File: config.mk
export PLATFORM = sky130hd
export DESIGN_NAME = fetch_unit
export DESIGN_NICKNAME = d
export VERILOG_FILES = /design/src/rtl/fetch_unit.sv
export SDC_FILE = /design/constraint.sdc
export NUM_CORES = 1
export LEC_CHECK = 0
export CORE_ASPECT_RATIO = 1.2
export CORE_UTILIZATION = 52
export CTS_BUF_LIST = sky130_fd_sc_hd__clkbuf_4
export DETAILED_ROUTE_END_ITERATION = 10
export GPL_TIMING_DRIVEN = 1
export PLACE_DENSITY = 0.77
export SYNTH_ARGS = -nofsm -noshare
export SYNTH_HDL_FRONTEND = slang
export SYNTH_SLANG_ARGS = --single-unit
File: constraint.sdc
create_clock -name clk -period 3.3 [get_ports clk]
set_input_delay 0.66 -clock clk [delete_from_list [all_inputs] [get_ports clk]]
set_output_delay 0.66 -clock clk [all_outputs]
set_load 0.05 [all_outputs]
File: src/rtl/fetch_unit.sv
// fetch_unit: sequential instruction fetcher feeding a small FIFO queue.
//
// Ports
//   clk            single clock, all state changes on its rising edge
//   rst            synchronous active-high reset
//   fetch_en       permits fetching when high
//   redirect_valid flush the queue and restart fetch at redirect_pc
//   redirect_pc    restart byte address (low two bits ignored)
//   imem_addr      byte address to the instruction ROM (the PC itself)
//   imem_rdata     ROM word at imem_addr, same-cycle combinational read
//   out_valid      queue head is presented
//   out_ready      consumer accepts the head entry
//   out_instr      head instruction (0 when the queue is empty)
//   out_pc         head instruction address (0 when the queue is empty)
//   count          current queue occupancy
module fetch_unit #(
  parameter int unsigned ADDR_WIDTH = 12,
  parameter int unsigned DEPTH      = 4,
  parameter int unsigned RESET_PC   = 0
) (
  input  logic                         clk,
  input  logic                         rst,
  input  logic                         fetch_en,
  input  logic                         redirect_valid,
  input  logic [ADDR_WIDTH-1:0]        redirect_pc,
  output logic [ADDR_WIDTH-1:0]        imem_addr,
  input  logic [31:0]                  imem_rdata,
  output logic                         out_valid,
  input  logic                         out_ready,
  output logic [31:0]                  out_instr,
  output logic [ADDR_WIDTH-1:0]        out_pc,
  output logic [$clog2(DEPTH+1)-1:0]   count
);

  localparam int unsigned PTR_W = $clog2(DEPTH);
  localparam int unsigned CNT_W = $clog2(DEPTH + 1);

  logic [ADDR_WIDTH-1:0] pc;
  logic [ADDR_WIDTH-1:0] pc_mem    [DEPTH];
  logic [31:0]           instr_mem [DEPTH];
  logic [PTR_W-1:0]      head;
  logic [PTR_W-1:0]      tail;
  logic [CNT_W-1:0]      cnt;
  logic                  empty;
  logic                  full;
  logic                  deq;
  logic                  fetch;

  // Handshake decode; a redirect suppresses both dequeue and fetch.
  always_comb begin
    empty     = (cnt == '0);
    full      = (cnt == CNT_W'(DEPTH));
    out_valid = !empty && !redirect_valid;
    deq       = out_valid && out_ready;
    fetch     = fetch_en && !redirect_valid && (!full || deq);
  end

  assign imem_addr = pc;
  assign count     = cnt;
  assign out_pc    = empty ? '0 : pc_mem[head];
  assign out_instr = empty ? '0 : instr_mem[head];

  // PC, pointers and occupancy.
  always_ff @(posedge clk) begin
    if (rst) begin
      pc   <= ADDR_WIDTH'(RESET_PC);
      head <= '0;
      tail <= '0;
      cnt  <= '0;
    end else if (redirect_valid) begin
      pc   <= {redirect_pc[ADDR_WIDTH-1:2], 2'b00};
      head <= '0;
      tail <= '0;
      cnt  <= '0;
    end else begin
      if (fetch) begin
        pc   <= pc + ADDR_WIDTH'(4);
        tail <= tail + PTR_W'(1);
      end
      if (deq) begin
        head <= head + PTR_W'(1);
      end
      case ({fetch, deq})
        2'b10:   cnt <= cnt + CNT_W'(1);
        2'b01:   cnt <= cnt - CNT_W'(1);
        default: cnt <= cnt;
      endcase
    end
  end

  // Queue storage is intentionally not reset; occupancy alone defines validity.
  always_ff @(posedge clk) begin
    if (!rst && fetch) begin
      pc_mem[tail]    <= pc;
      instr_mem[tail] <= imem_rdata;
    end
  end

endmodule

==> results.tsv <==
metric	value	unit
cts_hold_buf	0	
drt_first_pass_iters	8	
worstSkewPairLatency	540	ps
finalClockSkew	12.4	ps
hp-class	flip-flop to flip-flop	
p_per_area	469	mW/mm^2
clock-root-buffer	clkbuf_4	
synthCells	402	
fmax	330	MHz
cp_data_arrival_time	2370	ps
pin_count	109	
cts_sinks	187	
vdd_drop_max	240	uV
final-hold-violation-count	0	
synth-seq-cells	187	
worstSetupPathType	flip-flop to output pin	
gp_congestion	0.813	
cp-end-kind	output pin	
clkTransAtPathRegs	140	ps
finalSetupTns	0	ps
synth.yosys.seq_area_share	72.4	%
ys_top_cells_by_area	edfxtp_1 (67%), mux4_2 (13%), dfxtp_1 (5.1%)	
diodes	0	
htree_levels	4	
tightest_slew	573	ps
finalCritPeriodShare	91.9	%
grt_pass1_vias	4070	
grt_usage	19.2	%
violations	DRC	
antenna_found_initial	0	
rows	47	
overflow	0	
power.total	4.48	mW
nNetsFinal	572	
dp_slack	439	ps
grt_setup_unrepaired	no	
crit_fanout	17	
reg2regPathDepth	8	
maxSlewHeadroom	61.7	%
holdPathStages	2	
yosysWarnings	0	
netlist_area	0.00749	mm^2
cts_inserted_buffers	17	
grt_pass1_wl	21200	um
final-setup-viol-count	0	
yosys.cell_types.count	45	
postRouteAntennaNets	0	
drive_above_1_share	27.9	%
mostFrequentLayoutCell	edfxtp_1	
leakagePower	3.13	nW
vias	3931	
cts_buffer_depth	2	
maxCapViolCount	0	
final_util	68.5	%
syn_avg_cell_area	18.6	um^2
die_x	112	um
drc	2	
drtIter0Drc	204	
maxSlewViolCount	0	
finalWorstSetupSlack	269	ps
cts_resized	0	
wl_per_cell	19.0	um
synth_top_area_share	67.3	%
die_area	0.0149	mm^2
start_util	53.8	%
grt_start_max_net_pins	44	
cts_tree	built	
post_cts_buffers	0	
crit_required	2640	ps
final_cell_mix	edfxtp_1 (168), clkdlybuf4s50_1 (59), buf_12 (47)	
status	complete, but fails checks	
via_per_inst	5.61	
post-route-min-period	3030	ps
cp-start-kind	flip-flop	
area_delta_synth_final	27.4	%
hpwl	8740	um
dieHeight	134	um
core_area	0.0139	mm^2
routed_wl	13300	um
synth_area_leader_cell	edfxtp_1	
io_buffer_count	102	
## where the power goes
group	switching (mW)	total, mW	internal (mW)
Clock	0.733	1.36	0.627
Combinational	0.256	0.476	0.220
Sequential	0.0309	2.64	2.61
## area by class of cell
| type | count | area [um^2] |
|---|---|---|
| clock inverter | 13 | 190 |
| clock buffer | 19 | 143 |
| multi-input combinational | 185 | 1920 |
| inverter | 8 | 30.0 |
| fill | 891 | 4390 |
| tap | 171 | 214 |
| sequential | 187 | 5430 |
| timing repair buffer | 118 | 1620 |
## worst max-delay path, cell delays in order, from the launching register on
cell,delay (ps)
dfxtp_4,600
buf_4,330
mux4_2,540
and2_1,200
buf_12,150
## worst paths after layout
kind | startpoint | end | slack, ps
setup / recovery | flip-flop | out_instr[5] | 270
hold / removal | head[1]$_SDFFE_PP0P_ | flip-flop | 560
setup reg to reg | count[1]$_SDFFE_PP0P_ | count[2]$_SDFFE_PP0P_ | 940
hold reg to reg | head[1]$_SDFFE_PP0P_ | flip-flop | 560
## synthesized netlist by cell type, drive strengths merged
| master | number |
|---|---|
| edfxtp | 168 |
| and2 | 49 |
| mux4 | 42 |
| dfxtp | 19 |
| nor2 | 18 |
| buf | 13 |
| clkbuf | 12 |
| a211oi | 8 |
| nand2 | 8 |
| nand3 | 8 |
| inv | 7 |
| xor2 | 7 |
| ha | 5 |
| xnor2 | 4 |
| a21oi | 3 |
| nand4 | 3 |
| or3 | 3 |
| a311oi | 2 |
| a31oi | 2 |
| nor2b | 2 |
| o21ai | 2 |
| a221oi | 1 |
| a2bb2oi | 1 |
| and3 | 1 |
| and4 | 1 |
| clkinv | 1 |
| conb | 1 |
| fa | 1 |
| nand4bb | 1 |
| nor3 | 1 |
| nor4b | 1 |
| o211a | 1 |
| o21bai | 1 |
| o22ai | 1 |
| o2bb2ai | 1 |
| o311ai | 1 |
| or2 | 1 |
| or4b | 1 |
## registers in the layout (all words and copies together), names as in the netlist, named ones only
| signal | flops |
|---|---|
| count | 3 |
| head | 2 |
| imem_addr | 10 |
| instr_mem | 128 |
| pc_mem | 40 |
| tail | 2 |
## through the flow
step / hold slack (ps) / std cells / cell area [um^2]
2_1_floorplan: 485 / 405 / 7510
3_3_place_gp: 499 / 669 / 9220
3_5_place_dp: 535 / 669 / 9220
4_1_cts: 563 / 701 / 9550
5_1_grt: 612 / 701 / 9550
6_report: 563 / 701 / 9550
## routing by layer
layer  vias up  track usage, %  wire [um]
met1      1998            23.7       5390
met2       116            33.9       7180
met3        13            4.64        623
li1       1804               -          -
met4         0            5.18        129
met5         -               0          0
## kinds of logic after synthesis
group	Yosys count	share of synthesized area, %
compound gates	24	2.54
xor+xnor	11	1.29
flops	187	72.4
other cells	1	0.0500
fa+ha+maj	6	1.10
buf+inv	33	2.19
mux	42	12.6
simple gates	98	7.83
Note: power is estimated with default switching activity, not from simulation.
